$ cat config.mk
export PLATFORM = sky130hd
export DESIGN_NAME = lfsr_seq_gen_flat
export DESIGN_NICKNAME = d
export VERILOG_FILES = /design/src/rtl/lfsr_pkg.sv /design/src/rtl/lfsr_seq_gen_if.sv /design/src/rtl/lfsr_next.sv /design/src/rtl/lfsr_seq_gen.sv /design/src/flat_wrapper.sv
export SDC_FILE = /design/constraint.sdc
export NUM_CORES = 1
export LEC_CHECK = 0
export ABC_AREA = 1
export CORE_ASPECT_RATIO = 1.4
export CORE_MARGIN = 1.5
export CORE_UTILIZATION = 47
export DETAILED_ROUTE_END_ITERATION = 10
export PLACE_DENSITY = 0.84
export RECOVER_POWER = 50
export SLEW_MARGIN = 20
export SYNTH_ARGS = -nofsm -noshare
export SYNTH_HDL_FRONTEND = slang
export SYNTH_SLANG_ARGS = --single-unit
$ cat constraint.sdc
create_clock -name clk -period 1.8 [get_ports clk]
set_input_delay 0.36 -clock clk [delete_from_list [all_inputs] [get_ports clk]]
set_output_delay 0.36 -clock clk [all_outputs]
set_load 0.02 [all_outputs]
$ cat src/rtl/lfsr_pkg.sv
// Shared types and elaboration bounds for the feedback shift-register sequencer.
package lfsr_pkg;

  typedef enum logic {
    MODE_FIB = 1'b0,
    MODE_GAL = 1'b1
  } lfsr_mode_t;

  localparam int LFSR_WIDTH_MIN = 3;
  localparam int LFSR_WIDTH_MAX = 32;

endpackage

$ cat src/rtl/lfsr_seq_gen_if.sv
// Control/observation bundle for lfsr_seq_gen: step/mode inputs, seed-load handshake, status outputs.
interface lfsr_seq_gen_if #(
  parameter int WIDTH = 8
) ();

  logic             en;
  logic             mode;
  logic             load_valid;
  logic [WIDTH-1:0] load_data;
  logic             load_ready;
  logic [WIDTH-1:0] state;
  logic             y;
  logic [WIDTH-1:0] period;
  logic             wrap;
  logic             recovered;

  modport master (
    output en, mode, load_valid, load_data,
    input  load_ready, state, y, period, wrap, recovered
  );

  modport slave (
    input  en, mode, load_valid, load_data,
    output load_ready, state, y, period, wrap, recovered
  );

endinterface

$ cat src/rtl/lfsr_next.sv
// Combinational next-state function: Fibonacci (XOR taps into LSB) or Galois (conditional polynomial XOR).
module lfsr_next
  import lfsr_pkg::*;
#(
  parameter int               WIDTH = 8,
  parameter logic [WIDTH-1:0] TAPS  = 8'hB8
) (
  input  logic [WIDTH-1:0] state,
  input  lfsr_mode_t       mode,
  output logic [WIDTH-1:0] next
);

  always_comb begin
    next = {state[WIDTH-2:0], ^(state & TAPS)};
    if (mode == MODE_GAL)
      next = {state[WIDTH-2:0], 1'b0} ^ (state[WIDTH-1] ? TAPS : '0);
  end

endmodule

$ cat src/rtl/lfsr_seq_gen.sv
// WIDTH-bit LFSR sequencer with seed-load handshake, lock-up recovery and period measurement.
module lfsr_seq_gen
  import lfsr_pkg::*;
#(
  parameter int               WIDTH    = 8,
  parameter logic [WIDTH-1:0] TAPS     = 8'hB8,
  parameter logic [WIDTH-1:0] SEED     = 8'h01,
  parameter logic [WIDTH-1:0] OUT_MASK = 8'h03
) (
  input  logic          clk,
  input  logic          reset_n,
  lfsr_seq_gen_if.slave bus
);

  if (WIDTH < LFSR_WIDTH_MIN || WIDTH > LFSR_WIDTH_MAX) begin : g_bad_width
    $error("lfsr_seq_gen: WIDTH out of range");
  end
  if (SEED == '0) begin : g_bad_seed
    $error("lfsr_seq_gen: SEED must be non-zero");
  end

  localparam logic [WIDTH-1:0] ONE = {{(WIDTH-1){1'b0}}, 1'b1};

  logic [WIDTH-1:0] state_q, seed_q, step_cnt, period_q, next_state;
  logic             wrap_q, recovered_q, load_ready_q, settle_q;
  logic             accept, cnt_sat, hit_seed;

  lfsr_next #(.WIDTH(WIDTH), .TAPS(TAPS)) u_next (
    .state (state_q),
    .mode  (lfsr_mode_t'(bus.mode)),
    .next  (next_state)
  );

  assign accept   = bus.load_valid && load_ready_q;
  assign cnt_sat  = &step_cnt;
  // A saturated counter means the measurement is meaningless, so the wrap is suppressed.
  assign hit_seed = (next_state == seed_q) && !cnt_sat;

  always_ff @(posedge clk) begin
    if (!reset_n) begin
      state_q      <= SEED;
      seed_q       <= SEED;
      step_cnt     <= '0;
      period_q     <= '0;
      wrap_q       <= 1'b0;
      recovered_q  <= 1'b0;
      load_ready_q <= 1'b0;
      settle_q     <= 1'b0;
    end else begin
      wrap_q       <= 1'b0;
      recovered_q  <= 1'b0;
      load_ready_q <= !accept;
      settle_q     <= accept;
      if (accept) begin
        step_cnt <= '0;
        if (bus.load_data == '0) begin
          state_q     <= SEED;
          seed_q      <= SEED;
          recovered_q <= 1'b1;
        end else begin
          state_q <= bus.load_data;
          seed_q  <= bus.load_data;
        end
      end else if (!settle_q && bus.en) begin
        if (state_q == '0) begin
          state_q     <= SEED;
          seed_q      <= SEED;
          step_cnt    <= '0;
          recovered_q <= 1'b1;
        end else begin
          state_q <= next_state;
          if (hit_seed) begin
            period_q <= step_cnt + ONE;
            step_cnt <= '0;
            wrap_q   <= 1'b1;
          end else if (!cnt_sat) begin
            step_cnt <= step_cnt + ONE;
          end
        end
      end
    end
  end

  assign bus.state      = state_q;
  assign bus.y          = |(state_q & OUT_MASK);
  assign bus.period     = period_q;
  assign bus.wrap       = wrap_q;
  assign bus.recovered  = recovered_q;
  assign bus.load_ready = load_ready_q;

endmodule
$ cat src/flat_wrapper.sv
// flat-port wrapper written by rule: the top's interface ports become plain ports
module lfsr_seq_gen_flat import lfsr_pkg::*;
#(
  parameter int               WIDTH    = 8,
  parameter logic [WIDTH-1:0] TAPS     = 8'hB8,
  parameter logic [WIDTH-1:0] SEED     = 8'h01,
  parameter logic [WIDTH-1:0] OUT_MASK = 8'h03
)
  (clk, reset_n, bus_en, bus_mode, bus_load_valid, bus_load_data, bus_load_ready, bus_state, bus_y, bus_period, bus_wrap, bus_recovered);
  lfsr_seq_gen_if #(.WIDTH(WIDTH)) bus_i ();
  input  logic clk;
  input  logic reset_n;
  input wire logic [$bits(bus_i.en)-1:0] bus_en;
  input wire logic [$bits(bus_i.mode)-1:0] bus_mode;
  input wire logic [$bits(bus_i.load_valid)-1:0] bus_load_valid;
  input wire logic [$bits(bus_i.load_data)-1:0] bus_load_data;
  output wire logic [$bits(bus_i.load_ready)-1:0] bus_load_ready;
  output wire logic [$bits(bus_i.state)-1:0] bus_state;
  output wire logic [$bits(bus_i.y)-1:0] bus_y;
  output wire logic [$bits(bus_i.period)-1:0] bus_period;
  output wire logic [$bits(bus_i.wrap)-1:0] bus_wrap;
  output wire logic [$bits(bus_i.recovered)-1:0] bus_recovered;
  assign bus_i.en = bus_en;
  assign bus_i.mode = bus_mode;
  assign bus_i.load_valid = bus_load_valid;
  assign bus_i.load_data = bus_load_data;
  assign bus_load_ready = bus_i.load_ready;
  assign bus_state = bus_i.state;
  assign bus_y = bus_i.y;
  assign bus_period = bus_i.period;
  assign bus_wrap = bus_i.wrap;
  assign bus_recovered = bus_i.recovered;
  lfsr_seq_gen #(.WIDTH(WIDTH), .TAPS(TAPS), .SEED(SEED), .OUT_MASK(OUT_MASK)) u_core (.clk(clk), .reset_n(reset_n), .bus(bus_i));
endmodule
Word-level counts from Yosys, hierarchy flattened
Index checks and enable logic that the tools add are counted.
{"block": "op_classes", "bitwise_logic": 5, "n_reduce_logical": 18, "n_addsub": 1, "n_eq_ne": 2, "muxes": 17}
{"operator": "two-way mux 8 bit", "count": 12}
{"operator": "zero test 8 bit", "count": 2}
{"operator": "adder 8 x 1 -> 8 bit (second input constant)", "count": 1}
{"operator": "== test 8 bit", "count": 1}
{"operator": "AND reduction 8 bit", "count": 1}
{"operator": "parity 8 bit", "count": 1}
{"operator": "XOR 8 bit", "count": 1}
{"operator": "two-way mux 1 bit", "count": 5}
{"operator": "inverter 1 bit", "count": 4}
{"operator": "AND reduction 2 bit", "count": 2}
{"operator": "AND reduction 4 bit", "count": 1}
{"operator": "nonzero test 2 bit", "count": 2}
{"operator": "OR reduction 2 bit", "count": 2}
{"operator": "OR reduction 4 bit", "count": 1}
{"operator": "logical AND 1 bit", "count": 3}
{"operator": "zero test 1 bit", "count": 3}
{"operator": "inequality test 3 bit (second input constant)", "count": 1}
{"block": "word_totals", "word_cells": 51, "out_inout_bits": 20, "register_bits": 36, "inputBits": 13}

Longest topological paths before layout
Gate-level depths: netlist of the first run.
{"block": "depth", "depth_word": 7, "depth_mapped": 15, "depth_no_buf": 13}

By module
From an unflattened synthesis of the first run, not the netlist that was laid out.
{"block": "hier_totals", "hier_cells": 301, "hier_area_um2": 2092.0}
{"module": "lfsr_seq_gen", "area_per_inst_um2": 1956.9, "instances": 1, "cells_per_inst": 275, "seq_area_each_um2": 720.7}
{"module": "lfsr_next", "area_per_inst_um2": 135.1, "instances": 1, "cells_per_inst": 26, "seq_area_each_um2": 0.0}

Worst setup path before layout of the first run
Ideal clock, no wire load.
{"block": "synth_timing", "path_type": "flip-flop to flip-flop", "from": "register u_core.state_q[7] (netlist: u_core.bus.state[7])", "to": "register u_core.period_q[6] (netlist: u_core.bus.period[6])", "setup_slack_ns": -0.120, "t_required_ns": 1.687, "arrival_ns": 1.807, "setup_ns": 0.113, "stages_incl_launch_ff": 15, "period_less_slack_ns": 1.920, "n_path_buf": 2, "path_cell_list": "dfxtp_1 -> buf_4 -> inv_2 -> ha_1 -> nand2_1 -> nand2_2 -> nand2_2 -> nand2_2 -> nor2_2 -> nand2_1 -> nor2_4 -> nand3_4 -> buf_6 -> nor2_1 -> nor2_1"}
{"block": "synth_between", "elab_chain_len": 6, "word_cells_on_any_way": 9, "classes_between": "eq/ne: 1; mux: 2; bitwise: 2; reduce/logical: 4"}
{"item": "start, declared", "line_no": "lfsr_seq_gen.sv:24", "source": "logic [WIDTH-1:0] state_q, seed_q, step_cnt, period_q, next_state;"}
{"item": "start signal, assigned", "line_no": "lfsr_seq_gen.sv:61", "source": "state_q <= bus.load_data;"}
{"item": "start signal, assigned", "line_no": "lfsr_seq_gen.sv:71", "source": "state_q <= next_state;"}
{"item": "two-way mux 8 bit", "line_no": "lfsr_next.sv:16", "source": "next = {state[WIDTH-2:0], 1'b0} ^ (state[WIDTH-1] ? TAPS : '0);"}
{"item": "XOR 8 bit", "line_no": "lfsr_next.sv:16"}
{"item": "two-way mux 8 bit", "line_no": "lfsr_next.sv:15", "source": "if (mode == MODE_GAL)"}
{"item": "== test 8 bit", "line_no": "lfsr_seq_gen.sv:37", "source": "assign hit_seed = (next_state == seed_q) && !cnt_sat;"}
{"item": "logical AND 1 bit", "line_no": "lfsr_seq_gen.sv:37"}
{"item": "AND reduction 4 bit (no source line) *"}
{"item": "end signal, assigned", "line_no": "lfsr_seq_gen.sv:73", "source": "period_q <= step_cnt + ONE;"}
{"item": "end, declared", "line_no": "lfsr_seq_gen.sv:24"}
Mark *: on every way between the ends. The rest lies on a longest branch, timed or not.
A chain may end at the register's enable or synchronous reset.

Worst setup path in the final report of the first run
{"block": "layout_timing", "from": "register u_core.state_q[7] (netlist: u_core.bus.state[7])", "to": "register u_core.step_cnt[1]"}
{"block": "layout_between", "elab_chain_len": 7, "word_cells_on_any_way": 11, "classes_between": "eq/ne: 2; mux: 4; bitwise: 1; reduce/logical: 4"}
{"item": "two-way mux 8 bit", "line_no": "lfsr_next.sv:16"}
{"item": "XOR 8 bit", "line_no": "lfsr_next.sv:16"}
{"item": "two-way mux 8 bit", "line_no": "lfsr_next.sv:15"}
{"item": "== test 8 bit", "line_no": "lfsr_seq_gen.sv:37"}
{"item": "logical AND 1 bit", "line_no": "lfsr_seq_gen.sv:37"}
{"item": "inequality test 3 bit (no source line) or two-way mux 8 bit (tied branches)"}
{"item": "AND reduction 2 bit (no source line) or two-way mux 8 bit (tied branches)"}
{"item": "end signal, assigned", "line_no": "lfsr_seq_gen.sv:77", "source": "step_cnt <= step_cnt + ONE;"}
{"item": "end, declared", "line_no": "lfsr_seq_gen.sv:24"}
Parallel ways exist; a longest one is shown, timed or not.

==> results of run 1 <==
-- cell type report --
| class | count | area (um2) |
|---|---|---|
| flip-flops and latches | 36 | 729 |
| fillers | 331 | 1330 |
| well taps | 43 | 53.8 |
| repair buffers | 55 | 472 |
| clock inverters | 1 | 5.00 |
| inverters | 43 | 164 |
| multi-input cells | 210 | 1100 |
| clock buffers | 7 | 97.6 |
-- per-layer routing --
| layer | vias to the layer above | GRT usage [%] | part of all wire, % |
|---|---|---|---|
| met1 | 948 | 23.9 | 41 |
| met2 | 63 | 39.5 | 52 |
| li1 | 1050 | - | - |
| met5 | - | 0 | 0 |
| met3 | 18 | 5.05 | 4.2 |
| met4 | 0 | 12.3 | 3.5 |
-- how the worst max path moves through the flow --
stage | slack [ns] | cells after the start | startpoint | end
3_5_place_dp | -0.39 | 10 | bus_mode | u_core.bus.period[0]$_SDFFE_PN0P_
3_3_place_gp | -0.34 | 10 | bus_mode | u_core.bus.period[6]$_SDFFE_PN0P_
2_1_floorplan | 0.004 | 14 | u_core.bus.state[7]$_SDFFE_PN0P_ | u_core.bus.period[6]$_SDFFE_PN0P_
5_1_grt | -0.02 | 13 | u_core.bus.state[7]$_SDFFE_PN0P_ | u_core.bus.period[3]$_SDFFE_PN0P_
4_1_cts | 0.007 | 12 | u_core.bus.state[6]$_SDFFE_PN0P_ | u_core.bus.period[0]$_SDFFE_PN0P_
6_report | 0.05 | 10 | u_core.bus.state[7]$_SDFFE_PN0P_ | u_core.step_cnt[1]$_SDFFE_PP0P_
-- power breakdown --
| part | switching, mW | internal [mW] |
|---|---|---|
| combinational | 0.272 | 0.189 |
| sequential | 0.0302 | 0.829 |
| clock | 0.297 | 0.355 |
-- layout by cell type, fill, tap and decap left out, drive strengths merged --
cell and n:
ha 3, dlymetal6s2s 1, dlygate4sd2 2, dlygate4sd3 13, nor2 35, nor3 3, a31oi 7, nand3 39
nand2 91, buf 20, dfxtp 36, or2 1, nor3b 1, inv 42, o211ai 1, xnor2 2
clkinv 2, clkdlybuf4s50 14, xor2 4, clkbuf 12, a21oi 15, o21ai 3, nand4 5
-- flip-flops by register name, summed over array words and instances (netlist names) --
register               cells
u_core.bus.load_ready      1
u_core.bus.period          8
u_core.settle_q            1
u_core.bus.wrap            1
u_core.step_cnt            8
u_core.seed_q              8
u_core.bus.state           8
u_core.bus.recovered       1
-- kinds of logic (layout without fill, tap and decap cells) --
kind of cell	after synthesis	in the layout	share of synthesized area, %
flops	36	36	37.2
simple gates	174	175	40.2
compound gates	26	26	7.49
xor+xnor	6	6	2.71
buf+inv	48	106	10.5
fa+ha+maj	3	3	1.94
-- repair_timing --
item | in CTS | in global routing
setup endpoints to repair | 12 | 18
pin swaps | 0 | 8
cloned | 0 | 1
setup buffers | 0 | 2
gates resized for setup | 3 | 21
-- critical path, delay by kind of cell, from the launching register on --
family          cells  cell delay, ns
compound gates      1            0.06
fa+ha+maj           1            0.23
buf+inv             1            0.05
flops               1            0.35
simple gates        7            0.93
-- metrics by stage --
stage,hold WS [ns],cell area [um2],power (mW),worst slack (ns),setup TNS (ns)
2_1_floorplan,0.454,1950,1.13,0.00404,0
3_3_place_gp,0.464,2430,1.30,-0.337,-4.98
3_5_place_dp,0.469,2430,1.30,-0.389,-5.76
4_1_cts,0.480,2530,1.95,0.00659,0
5_1_grt,0.511,2620,2.06,-0.0179,-0.0313
6_report,0.482,2620,1.97,0.0501,0
==> impl_results.md, run 1 <==
- Inserted Clock Buffers: 5
- Ranking of synthesized cells by instance count: sky130_fd_sc_hd__nand2_1, sky130_fd_sc_hd__dfxtp_1, sky130_fd_sc_hd__nand3_1
- Beginning of the worst register-to-register path: u_core.bus.state[7]$_SDFFE_PN0P_
- Yosys warns: 0
- Prevailing post-synth register cell: sky130_fd_sc_hd__dfxtp_1
- I/O Pins: 33
- Max-cap check violation count: 0
- Status: finished, final reports clean
- Max clock buf depth: 2
- Drt first pass iters: 4
- Clock Skew: 0.00792 ns
- Data arrival time of the critical path: 1.94 ns
- First-pass GRT wire length: 7870 um
- Synthesized net count: 309
- Worst r2r dst: u_core.step_cnt[1]$_SDFFE_PP0P_
- Number of vias after detailed routing: 2,079
- Worst Hold Path Cells: 2
- Die Wd: about 57 um
- Max-slew headroom: between 40% and 50%
- Cell taking the most area after synthesis: sky130_fd_sc_hd__dfxtp_1
- Cell chain of the critical path: inv_2, ha_4, nand2_2, nand2_2, nand2_2, nand2_2, nor3_1, nand3_4, nand3_1, a21oi_1
- Die Span Y: just under 80 um
- Count of clock tree sinks: 36
- Row cnt: 27
- Share of flip-flops with an asynchronous set or reset after synthesis: 0%
- Reported leakage power: 1.23 nW
- Cell depth of the worst flop-to-flop path: 10
- Number of remaining DRC errors: 0
- Last weighted congestion value of the routability-driven placer: between 0.8 and 0.9
- Netlist area before placement: 1940 um2
- Required time at the worst-slack endpoint: 1.99 ns
- Remaining antenna violation count: 0
- Post-CTS Hold Fix Bufs: 0
- Die area: between 4000 and 5000 um2
- Number of failing setup endpoints in the final timing report: 0
- Iteration-0 DRC count of the detailed router: between 100 and 150
- Core occupancy in the finished layout: 66.4%
- Final std cells w/o fill: 395
- Worst min-delay path endpoint: u_core.seed_q[2]$_SDFFE_PN0P_
- Number of instances in the synthesized netlist: 293
- Number of storage elements in the synthesis netlist: 36
- Pwr per Cell Area: roughly 750 nW/um2
- Slack of the worst reg-to-reg path: 0.05 ns
- Class of the worst hold path: flip-flop to flip-flop
- Final Max Tran Viols: 0
- Number of global-route vias before repair: roughly 1,900
- Worst Setup Path Type: flip-flop to flip-flop
- Share of synthesized area occupied by flip-flops and latches: 37.2%
- Count of distinct cell types in the synthesized netlist: 29
- Initial standard-cell utilization of the core: 49.0%
- Number of antenna violations at the first check in global routing: 0
- Area growth syn-to-layout: 35.4%
- FMAX: 571 MHz
- Fraction of final layout cells sized beyond drive strength 1: 17.9%
- Source of the worst hold timing path: u_core.seed_q[2]$_SDFFE_PN0P_
- Area inside the core boundary: 3950 um2
- Clock slew seen by the registers of the worst setup and hold paths: 0.07 ns
- Dominant cell by count in the synthesized netlist: sky130_fd_sc_hd__nand2_1
- Post-route fraction of the period consumed by the critical path: 97.2%
- Detail Placement HPWL: roughly 3600 um
- Routed wire per std cell: between 10 and 15 um
- CTS tree: yes
- Final nets: around 370
- Number of buffers added on ports: 32
- Leading cell types by total area after synthesis: sky130_fd_sc_hd__dfxtp_1, sky130_fd_sc_hd__nand2_1, sky130_fd_sc_hd__nand3_1
- Largest stage delay, worst path: about 0.35 ns
- Final global-route overflow total: 0
- Slowest stage cell, crit path: sky130_fd_sc_hd__dfxtp_4
- Post-detailed-route via-to-cell ratio: 5.26
- Kind of start point of the critical path: flip-flop
- Maximum number of pins on one net before global-route repair: 18
- Critical Path Most Common Cell: sky130_fd_sc_hd__nand2_2
- Clock latency at the later pin of the worst-skew pair: 0.30 ns
- Slew of the pin with the lowest slew margin: 0.770 ns
- Gr usage total: around 22%
- Sort of element at the end of the critical path: flip-flop
- Number of flops mapped to enable cells by yosys: 0
- Area fraction of the dominant cell type after synthesis: roughly 37%
- Biggest fanout along the worst timing path: 8
- H-Tree Level Count: 2
- Min Tclk post-route: 1.75 ns
- Hold violation total from the final report: 0
- Master cell of the clock root buffer: sky130_fd_sc_hd__clkbuf_8
- Maximum vdd ir drop: 0.000598 V
- Placed cell count: around 380
- Mean instance size in the synthesized netlist: 6.61 um2
- DRT Wirelength: between 4000 and 5000 um
- Ant diodes: 0
Power figures use the tool's default switching activity.
==> inputs of run 2 (changes only) <==
--- a/config.mk
+++ b/config.mk
@@ -6,6 +6,7 @@
 export NUM_CORES = 1
 export LEC_CHECK = 0
 export ABC_AREA = 1
+export CAP_MARGIN = 25
 export CORE_ASPECT_RATIO = 1.4
 export CORE_MARGIN = 1.5
 export CORE_UTILIZATION = 47
==> results of run 2 <==
Final layout, timing and power as in run 1 (identical DEF).
